**config.mk**
```make
export PLATFORM = sky130hd
export DESIGN_NAME = word_fetch_seq_flat
export DESIGN_NICKNAME = d
export VERILOG_FILES = /design/src/rtl/word_fetch_seq_pkg.sv /design/src/rtl/word_fetch_seq_if.sv /design/src/rtl/word_fetch_seq_fetch_wait_timer.sv /design/src/rtl/word_fetch_seq.sv /design/src/flat_wrapper.sv
export SDC_FILE = /design/constraint.sdc
export NUM_CORES = 1
export LEC_CHECK = 0
export CAP_MARGIN = 20
export CORE_MARGIN = 8
export CORE_UTILIZATION = 35
export DETAILED_ROUTE_END_ITERATION = 6
export GPL_TIMING_DRIVEN = 1
export PLACE_DENSITY_LB_ADDON = 0.05
export SETUP_SLACK_MARGIN = 0.05
export SLEW_MARGIN = 20
export SYNTH_ARGS = -nofsm -noshare
export SYNTH_HDL_FRONTEND = slang
export SYNTH_SLANG_ARGS = --single-unit
```
**constraint.sdc**
```tcl
create_clock -name clk -period 2.1 [get_ports clk]
set_input_delay 0.315 -clock clk [delete_from_list [all_inputs] [get_ports clk]]
set_output_delay 0.315 -clock clk [all_outputs]
set_load 0.01 [all_outputs]
```
**src/rtl/word_fetch_seq_pkg.sv**
```systemverilog
// word_fetch_seq_pkg: shared widths and FSM state encoding for the word fetch sequencer
package word_fetch_seq_pkg;
  localparam int ADDR_W = 16;
  localparam int DATA_W = 8;
  typedef logic [1:0] state_t;
  localparam state_t IDLE    = 2'd0;
  localparam state_t FETCH_A = 2'd1;
  localparam state_t FETCH_B = 2'd2;
  localparam state_t FINISH  = 2'd3;
endpackage

```
**src/rtl/word_fetch_seq_if.sv**
```systemverilog
// word_fetch_seq_if: start/memory/byte-steering signals of the word fetch sequencer
interface word_fetch_seq_if;
  import word_fetch_seq_pkg::*;
  logic              start;
  logic [ADDR_W-1:0] startAddr;
  logic              memReq;
  logic [ADDR_W-1:0] memAddr;
  logic [DATA_W-1:0] memRdata;
  logic              memReady;
  logic [DATA_W-1:0] byteOut;
  logic              loWriteEn;
  logic              hiWriteEn;
  logic              busy;
  logic              done;
  logic              timeoutErr;
  modport master (
    input  start, startAddr, memRdata, memReady,
    output memReq, memAddr, byteOut, loWriteEn, hiWriteEn, busy, done, timeoutErr
  );
  modport slave (
    output start, startAddr, memRdata, memReady,
    input  memReq, memAddr, byteOut, loWriteEn, hiWriteEn, busy, done, timeoutErr
  );
endinterface

```
**src/rtl/word_fetch_seq_fetch_wait_timer.sv**
```systemverilog
// fetch_wait_timer: wait-state counter with limit compare, compare disabled when WAIT_LIMIT is 0
module fetch_wait_timer #(
  parameter int WAIT_W     = 8,
  parameter int WAIT_LIMIT = 0
) (
  input  logic clk,
  input  logic rst,
  input  logic clr,
  input  logic inc,
  output logic at_limit
);
  logic [WAIT_W-1:0] cnt;
  always_ff @(posedge clk) begin
    if (rst || clr) cnt <= '0;
    else if (inc) cnt <= cnt + WAIT_W'(1);
  end
  assign at_limit = (WAIT_LIMIT != 0) && (cnt == WAIT_W'(WAIT_LIMIT));
endmodule

```
**src/rtl/word_fetch_seq.sv**
```systemverilog
// word_fetch_seq: fetches two consecutive bytes and strobes them into the low/high halves of a 16-bit register
module word_fetch_seq
  import word_fetch_seq_pkg::*;
#(
  parameter bit HI_FIRST   = 1'b0,
  parameter int WAIT_LIMIT = 0,
  parameter int WAIT_W     = 8
) (
  input logic clk,
  input logic reset,
  word_fetch_seq_if.master bus
);
  state_t            state, state_nx;
  logic [ADDR_W-1:0] addr;
  logic [DATA_W-1:0] byte_q;
  logic              stb_a, stb_b, tmo, xfer, abort, at_limit, accept;
  assign accept = (state == IDLE) && bus.start;
  assign xfer   = bus.memReq && bus.memReady;
  assign abort  = bus.memReq && !bus.memReady && at_limit;
  always_comb begin
    state_nx = state;
    if (state == IDLE) state_nx = bus.start ? FETCH_A : IDLE;
    else if (state == FETCH_A) state_nx = xfer ? FETCH_B : abort ? FINISH : FETCH_A;
    else if (state == FETCH_B) state_nx = (xfer || abort) ? FINISH : FETCH_B;
    else state_nx = IDLE;
  end
  always_ff @(posedge clk) begin
    if (reset) begin
      state  <= IDLE;
      addr   <= '0;
      byte_q <= '0;
      stb_a  <= 1'b0;
      stb_b  <= 1'b0;
      tmo    <= 1'b0;
    end else begin
      state <= state_nx;
      if (accept) addr <= bus.startAddr;
      if (xfer) byte_q <= bus.memRdata;
      stb_a <= xfer && (state == FETCH_A);
      stb_b <= xfer && (state == FETCH_B);
      tmo   <= abort;
    end
  end
  fetch_wait_timer #(.WAIT_W(WAIT_W), .WAIT_LIMIT(WAIT_LIMIT)) u_timer (
    .clk      (clk),
    .rst      (reset),
    .clr      (accept || xfer),
    .inc      (bus.memReq && !bus.memReady),
    .at_limit (at_limit)
  );
  assign bus.memReq     = (state == FETCH_A) || (state == FETCH_B);
  assign bus.memAddr    = (state == FETCH_B) ? addr + ADDR_W'(1) : (state == FETCH_A) ? addr : '0;
  assign bus.byteOut    = byte_q;
  assign bus.loWriteEn  = HI_FIRST ? stb_b : stb_a;
  assign bus.hiWriteEn  = HI_FIRST ? stb_a : stb_b;
  assign bus.busy       = bus.memReq;
  assign bus.done       = (state == FINISH);
  assign bus.timeoutErr = tmo;
endmodule

```
**src/flat_wrapper.sv**
```systemverilog
// flat-port wrapper written by rule: the top's interface ports become plain ports
module word_fetch_seq_flat import word_fetch_seq_pkg::*;
#(
  parameter bit HI_FIRST   = 1'b0,
  parameter int WAIT_LIMIT = 0,
  parameter int WAIT_W     = 8
)
  (clk, reset, bus_start, bus_startAddr, bus_memRdata, bus_memReady, bus_memReq, bus_memAddr, bus_byteOut, bus_loWriteEn, bus_hiWriteEn, bus_busy, bus_done, bus_timeoutErr);
  word_fetch_seq_if bus_i ();
  input logic clk;
  input logic reset;
  input wire logic [$bits(bus_i.start)-1:0] bus_start;
  input wire logic [$bits(bus_i.startAddr)-1:0] bus_startAddr;
  input wire logic [$bits(bus_i.memRdata)-1:0] bus_memRdata;
  input wire logic [$bits(bus_i.memReady)-1:0] bus_memReady;
  output wire logic [$bits(bus_i.memReq)-1:0] bus_memReq;
  output wire logic [$bits(bus_i.memAddr)-1:0] bus_memAddr;
  output wire logic [$bits(bus_i.byteOut)-1:0] bus_byteOut;
  output wire logic [$bits(bus_i.loWriteEn)-1:0] bus_loWriteEn;
  output wire logic [$bits(bus_i.hiWriteEn)-1:0] bus_hiWriteEn;
  output wire logic [$bits(bus_i.busy)-1:0] bus_busy;
  output wire logic [$bits(bus_i.done)-1:0] bus_done;
  output wire logic [$bits(bus_i.timeoutErr)-1:0] bus_timeoutErr;
  assign bus_i.start = bus_start;
  assign bus_i.startAddr = bus_startAddr;
  assign bus_i.memRdata = bus_memRdata;
  assign bus_i.memReady = bus_memReady;
  assign bus_memReq = bus_i.memReq;
  assign bus_memAddr = bus_i.memAddr;
  assign bus_byteOut = bus_i.byteOut;
  assign bus_loWriteEn = bus_i.loWriteEn;
  assign bus_hiWriteEn = bus_i.hiWriteEn;
  assign bus_busy = bus_i.busy;
  assign bus_done = bus_i.done;
  assign bus_timeoutErr = bus_i.timeoutErr;
  word_fetch_seq #(.HI_FIRST(HI_FIRST), .WAIT_LIMIT(WAIT_LIMIT), .WAIT_W(WAIT_W)) u_core (.clk(clk), .reset(reset), .bus(bus_i));
endmodule
```
Word-level counts from Yosys, hierarchy flattened
Cells that the tools add are included.
- bits in registers: 28
- bits in latches: 0
- bits in writable memories: 0
- ROM bits: 0
- bits of input ports: 28
- word-level logic and storage cells: 23
- memories: 0
- $add $sub $neg: 1
- multiply operators: 0
- divide/modulo/power cells: 0
- magnitude comparators: 0
- eq/ne operators: 3
- shift-type cells: 0
- muxes and demuxes: 8
- bitwise logic cells: 0
- reductions and logical operators: 6
- operators with widths (cell ; number):
    16-bit 2-to-1 mux ; 2
    16-bit by 1-bit adder with 16-bit output, second input constant ; 1
    2-bit 2-to-1 mux ; 4
    2-bit equality test, second input constant ; 2
    1-bit logical AND ; 4
    2-bit by 1-bit equality test with 1-bit output, second input constant ; 1
    2-bit zero test ; 1
    1-bit 2-to-1 mux ; 2
    1-bit logical OR ; 1

Depth between registers and ports, before layout
- depth in word-level cells: 7
- gate-level depth with buffers: 7
- depth with buffers taken out: 5

Modules after synthesis
A second synthesis with hierarchy kept.
- cells, all modules: 196
- area, all modules: 1557.7 µm²
- modules (own cells, without submodules) (module ; instances ; cells each ; area each (µm²) ; sequential area each (µm²)):
    word_fetch_seq ; 1 ; 194 ; 1546.5 ; 580.6
    fetch_wait_timer ; 1 ; 2 ; 11.3 ; 0.0

Worst setup path after synthesis
Ideal clock, no wire load.
- path kind: reg2out
- start point: reg u_core.state[0]
- end point: out bus_memAddr[14]
- data arrival time: 1.457 ns
- data required time: 1.785 ns
- path slack: 0.328 ns
- cell stages (with the launch flop): 7
- cells stage by stage: dfxtp_1 inv_1 ha_1 buf_2 nand3_2 nor4_2 mux2i_1
- word-level cells in the longest chain between the ends: 3
- elaborated cells on any way between the ends: 4
- classes of those cells: eq/ne: 2; mux: 2
- RTL lines (what ; RTL line ; RTL):
    start, declared ; word_fetch_seq.sv:13 ; state_t state, state_nx;
    start signal, assigned ; word_fetch_seq.sv:36 ; state <= state_nx;
    2-bit by 1-bit equality test with 1-bit output ; word_fetch_seq.sv:52 ; assign bus.memAddr = (state == FETCH_B) ? addr + ADDR_W'(1) : (state == FETCH_A) ? addr : '0;
    16-bit 2-to-1 mux ; word_fetch_seq.sv:52 ;
    16-bit 2-to-1 mux (*) ; word_fetch_seq.sv:52 ;
    end, declared ; flat_wrapper.sv:17 ; output wire logic [$bits(bus_i.memAddr)-1:0] bus_memAddr;
Mark *: on every way between the ends. The rest lies on a longest branch, timed or not.

Final worst setup path
- start point: reg u_core.state[0]
- end point: out bus_memAddr[0]
The elaborated chain is that of the path after synthesis.

==> flow_summary_export.csv <==
group,metric,value,unit
status,outcome,"completed",
yosys,syn_inst,190,
yosys,ys.flop_type,"dfxtp_1",
cts,insertion_delay,0.28,ns
yosys,synth-simple-area-share,30.5,%
critical_path,arrival,1.72,ns
routing,drcViolationCount,0,
global_route,grt_max_degree,17,
finish,fin_util,57.3,%
sta,rsz0062_at_grt,"true",
sta,finalHoldViolations,0,
global_route,grt_pass1_wl,7340,µm
power_and_ir_drop,p_per_area,539,nW/µm²
routing,drt-vias-per-instance,4.92,
finish,drive_gt1_share,27.7,%
floorplan,core_region_area,4230,µm²
global_route,track_usage,13.6,%
global_route,grt_pass1_vias,1557,
placement,gp_congestion,0.794,
yosys,yosysSeqAreaShare,37.3,%
floorplan,die_w,81.5,µm
routing,drt_iter0_markers,72,
yosys,synth.avg_cell_area,7.91,µm²
yosys,synthAdderAreaFrac,4.16,%
cts,numCtsBuffers,3,
routing,dr.pass1.iters,4,
yosys,synth_top_area_share,37.3,%
yosys,synthMostInstantiatedCell,"nand2_1",
sta,setup_ws,0.0637,ns
placement,dpl.hpwl,3380,µm
placement,port_buffers,56,
sta,post-route-min-period,2.04,ns
yosys,yosys-mux-area-fraction,6.74,%
cts,cts.sinks,28,
sta,worst_pin_slew,0.571,ns
yosys,syn_area,1500,µm²
yosys,synth_top_family_by_area,"simple AND/OR/NAND/NOR gates",
cts,cts_tree,"built",
yosys,synth_compound_area_share,14.9,%
yosys,async_reset_ff_share,0,%
critical_path,critPathLaunchType,"flop",
global_route,antenna_found_initial,0,
yosys,synth_cell_types,36,
routing,vias,1571,
cts,cts_buffer_depth,2,
critical_path,required,1.78,ns
sta,period_share,97.0,%
cts,path_clk_slew,0.10,ns
floorplan,die_h,81.5,µm
critical_path,path_class,"flop to primary output",
power_and_ir_drop,max-vdd-ir-drop,0.304,mV
power_and_ir_drop,p_leak,1.03,nW
yosys,synth_area_leaders,"dfxtp_1, nand2_1, a21oi_1",
floorplan,ioPinCount,58,
floorplan,dieArea,6650,µm²
yosys,synth_commonest_cells,"nand2_1, a21oi_1, dfxtp_1",
cts,h-tree-depth,1,
placement,post-place-ws,-0.164,ns
critical_path,end_kind,"primary output",
run,cap_violations,0,
yosys,synth_nets,223,
cts,cts_hold_buf,0,
finish,areaGrowthSynthToFinish,61.4,%
yosys,synth_edf_count,0,
sta,relSlewSlack,61.8,%
yosys,yosysTopAreaCell,"dfxtp_1",
min_path,hp-class,"flop to flop",
finish,diodes,0,
yosys,synth_seq_cells,28,
floorplan,start_util,35.5,%
routing,drt_wl_total,4490,µm
routing,wl_per_cell,14.1,µm
yosys,yosys.area_share.xor_xnor,0,%
cts,ctsRootBufferMaster,"clkbuf_8",
routing,drtAntennaViolNets,0,
critical_path,cp_max_fo,7,
sta,finalSetupViolations,0,
sta,fin_skew,0.00267,ns
floorplan,num_rows,24,
sta,max_freq,0.491,GHz
sta,maxSlewViolCount,0,
global_route,grt_overflow,0,
finish,nets,301,
yosys,synth_warnings,0,
where the power goes:
part | total [W] | internal [W] | switching [W] | leakage (nW)
logic | 0.000284 | 0.000150 | 0.000134 | 0.759
registers | 0.000594 | 0.000564 | 0.0000299 | 0.233
clock network | 0.000428 | 0.000255 | 0.000173 | 0.0357
total | 0.00131 | 0.000969 | 0.000337 | 1.03
cell families (layout without fill, tap and decap cells):
logic type                 count (synthesis)  count (layout)
other                                      1               1
adders and majority gates                  5               5
and+or+nand+nor                           88              88
DFF                                       28              28
buffers and inverters                     19              96
muxes                                     10              10
AOI/OAI and AO/OA                         39              39
path summary, 6_finish.rpt:
kind	from	slack [ns]	cells after the start	to
worst max-delay path	u_core.state[0]	0.06	7	bus_memAddr[0]
worst min-delay path	u_core.bus.byteOut[0]	0.46	2	u_core.bus.byteOut[0]
worst max register to register	u_core.state[1]	0.41	6	u_core.state[0]
worst min register to register	u_core.bus.byteOut[0]	0.46	2	u_core.bus.byteOut[0]
worst max-delay path, stage by stage, from the launching register on:
cell and delay, ns:
dfxtp_2 0.33, inv_2 0.07, ha_4 0.16, buf_6 0.12, buf_4 0.15, nor2b_2 0.06
mux2_2 0.27, dlygate4sd2_1 0.29
sequential cells by signal, indices dropped and copies added, names as in the netlist:
register	cells
u_core.bus.loWriteEn	1
u_core.addr	16
u_core.state	2
u_core.bus.hiWriteEn	1
u_core.bus.byteOut	8
per-layer routing:
layer / GRT usage [%] / share of wire, %
met2: 24.4 / 50
met4: 2.68 / 0.69
met5: 0 / 0
met1: 15.5 / 42
met3: 4.27 / 7.4
per-stage QoR:
step           std cells  hold WS [ns]  TNS (ns)  area (µm²)  power [W]
3_5_place_dp         310         0.449     -1.12        2270   0.000893
6_report             319         0.461         0        2420    0.00131
5_1_grt              319         0.490   -0.0493        2420    0.00137
4_1_cts              318         0.466         0        2420    0.00133
3_3_place_gp         310         0.440    -0.641        2270   0.000884
2_1_floorplan        190         0.449         0        1500   0.000726
final cells by class:
class | count | area [µm²]
Inverter | 7 | 26.3
Sequential cell | 28 | 572
Multi-Input combinational cell | 143 | 946
Tap cell | 52 | 65.1
Clock buffer | 3 | 41.3
Timing Repair Buffer | 85 | 744
Clock inverter | 1 | 30.0
Fill cell | 391 | 1810
cells in the final DEF, fill, tap and decap left out, types with 3 or more instances in the layout:
master,netlist,final
nor4_4,1,5
a21oi_1,28,28
nand2_1,64,64
clkdlybuf4s50_1,0,39
nand4_1,3,3
buf_6,1,3
buf_2,5,10
dfxtp_1,28,19
dfxtp_2,0,9
mux2i_1,9,9
buf_4,2,25
inv_1,7,5
clkbuf_8,0,3
repair_timing:
action	4_1_cts	5_1_grt
pin swaps	5	1
setup endpoints to repair	16	16
buffers inserted	4	2
resized for setup	77	9
No activity file was read; power rests on OpenSTA's default activity.
==> RTL change, RTL diff (same flow settings) <==
Change the package constant `ADDR_W` from 16 to 18.
--- a/src/rtl/word_fetch_seq_pkg.sv
+++ b/src/rtl/word_fetch_seq_pkg.sv
@@ -1,6 +1,6 @@
 // word_fetch_seq_pkg: shared widths and FSM state encoding for the word fetch sequencer
 package word_fetch_seq_pkg;
-  localparam int ADDR_W = 16;
+  localparam int ADDR_W = 18;
   localparam int DATA_W = 8;
   typedef logic [1:0] state_t;
   localparam state_t IDLE    = 2'd0;
Interface: changed (resized bus_memAddr and bus_startAddr); port bits go from 58 to 62. No check against the original RTL was run, so the function may have changed too.
==> RTL change against the original RTL <==
  * Cell area increased by 6.3%
  * Sequential share of layout area grew 0.25 points
  * Sequential cell count grew 2
  * Synthesized cell count rose by 11%
  * Wire length up 4.0%
  * Setup slack got worse by 0.044 ns
  * Total power increased by 3.6%
  * Area after synthesis grew 4.3%
  * Critical path type unchanged
  * Critical endpoint is now bus_memAddr[17]
  * Largest cell class unchanged
==> RTL change: results (changes against the original RTL) <==
Outcome:
- Run status: finished, final reports clean (unchanged).

Setup path:
- The cell family contributing the most delay on the critical path was simple AND/OR/NAND/NOR gates (was buffers and inverters).
- The end of the worst register-to-register path is u_core.addr[10]$_SDFFE_PP0P_ (was u_core.state[0]$_SDFF_PP0_).
- The largest fanout on the critical path is 4 (was 7).
- The slack of the worst reg-to-reg path is 0.31 ns (was 0.41 ns).
- The logic depth of the worst register-to-register path is 7 (was 6).

Finish:
- The portion of the layout cell area used by clock cells is 0.03689 (was 0.02941).
- The number of buffers other than clock buffers in the final layout is 97 (was 85).
- The area used by sequential logic in the layout is 614.3 µm² (was 571.8 µm²).
- The number of non-clock inverters in the layout is 6 (was 7).
- The filler cell count in the final layout was 415 (was 391).
- The non-clock buffer share of cell area is 0.3184 (was 0.3070).
- The number of clock buffers in the layout is 6 (was 3).
- The fraction of final layout cells sized beyond drive strength 1 came to 0.2947 (was 0.2772).

Min path:
- The endpoint of the worst hold path is u_core.bus.byteOut[4]$_SDFFE_PP0N_ (was u_core.bus.byteOut[0]$_SDFFE_PP0N_).
- The launch instance of the worst min-delay path is u_core.bus.byteOut[4]$_SDFFE_PP0N_ (was u_core.bus.byteOut[0]$_SDFFE_PP0N_).

Synth:
- The flip-flop and latch count after synthesis is 30 (was 28).
- The cell count after synthesis is 211 (was 190).
- The post-synthesis net count came to 246 (was 223).
- The sequential element share of the synthesized area was 0.3831 (was 0.3730).
- Top cells by count, synth: sky130_fd_sc_hd__nand2_1, sky130_fd_sc_hd__a21oi_1, sky130_fd_sc_hd__dfxtp_1 (unchanged).
- Most area-consuming cells after synthesis: sky130_fd_sc_hd__dfxtp_1, sky130_fd_sc_hd__nand2_1, sky130_fd_sc_hd__a21oi_1, sky130_fd_sc_hd__mux2i_1, sky130_fd_sc_hd__ha_1 (unchanged).

Placement:
- The HPWL reported at the end of detailed placement is 3.567 mm (was 3.378 mm).
- The number of placed instances, taps included is 343 (was 310).
- The quantity of I/O buffers inserted on ports is 60 (was 56).

Global routing:
- The via count of the first global-routing pass was 1702 (was 1557).
- The wire length of the first global-routing pass is 8.031 mm (was 7.341 mm).
- The pin count of the biggest net entering global routing is 19 (was 17).

Power:
- The leakage power summed over all cells came to 1.108 nW (was 1.027 nW).
- The worst-case vdd ir drop came to 0.6129 mV (was 0.3038 mV).

STA:
- The worst-case clock skew is 0.001277 ns (was 0.002673 ns).

Clocking:
- The number of buffers added by the clock tree synthesis step was 5 (was 3).
RTL change: cell count changes in the layout (fill, tap and decap cells not counted), moves of 3 or more:
| cell | unedited run | this run |
|---|---|---|
| sky130_fd_sc_hd__nand2_1 | 64 | 72 |
| sky130_fd_sc_hd__buf_4 | 25 | 32 |
| sky130_fd_sc_hd__nor4_4 | 5 | 0 |
| sky130_fd_sc_hd__buf_2 | 10 | 14 |
| sky130_fd_sc_hd__nand3_1 | 2 | 6 |
| sky130_fd_sc_hd__clkbuf_8 | 3 | 6 |
| sky130_fd_sc_hd__o21ai_0 | 0 | 3 |
RTL change: power groups by stage:
stage	clock network [W]	registers [W]	logic, W
CTS	0.000492	0.000622	0.000252
detailed placement	0	0.000633	0.000258
global route	0.000525	0.000629	0.000279
floorplan	0	0.000638	0.0000990
finish	0.000476	0.000626	0.000251
global placement	0	0.000632	0.000257
RTL change: how the worst max path moves through the flow:
| stage | startpoint | endpoint | slack [ns] | depth (start not counted) |
|---|---|---|---|---|
| after global routing | u_core.addr[7]$_SDFFE_PP0P_ | bus_memAddr[17] | -0.10 | 5 |
| after CTS | u_core.state[0]$_SDFF_PP0_ | bus_memAddr[12] | -0.05 | 8 |
| final | u_core.addr[7]$_SDFFE_PP0P_ | bus_memAddr[17] | 0.02 | 5 |
| after floorplan | u_core.state[1]$_SDFF_PP0_ | bus_memAddr[13] | 0.21 | 8 |
| after detailed placement | u_core.addr[7]$_SDFFE_PP0P_ | bus_memAddr[17] | -0.17 | 5 |
| after global placement | u_core.addr[7]$_SDFFE_PP0P_ | bus_memAddr[17] | -0.15 | 5 |
RTL change: per-stage QoR:
stage	hold slack [ns]	worst slack (ns)	cell area [µm²]	util
CTS	0.4547	-0.05056	2542	0.5880
finish	0.4515	0.02004	2577	0.5961
detailed placement	0.4457	-0.1721	2441	0.5645
global route	0.4747	-0.1039	2577	0.5961
floorplan	0.4492	0.2068	1568	-
global placement	0.4406	-0.1549	2441	0.5645
RTL change: per-layer routing:
layer / track usage / wire length (µm)
met2: 0.2221 / 2179
met3: 0.05273 / 334
met4: 0.03834 / 43
met5: 0 / 0
met1: 0.1631 / 2110
RTL change: logic make-up (layout without fill, tap and decap cells):
| group | count (synthesis) | after routing | share of synthesized area |
|---|---|---|---|
| xor+xnor | 1 | 1 | 0.005588 |
| compound gates | 43 | 43 | 0.1532 |
| mux | 10 | 10 | 0.06465 |
| flops | 30 | 30 | 0.3831 |
| simple gates | 101 | 101 | 0.2985 |
| other cells | 1 | 1 | 0.002392 |
| buf+inv | 20 | 111 | 0.05267 |
| fa+ha+maj | 5 | 5 | 0.03990 |
RTL change: repair_timing:
action,4_1_cts,5_1_grt
pin swaps,3,8
endpoints found under the setup margin,20,14
buffers inserted,1,2
gates resized for setup,74,28
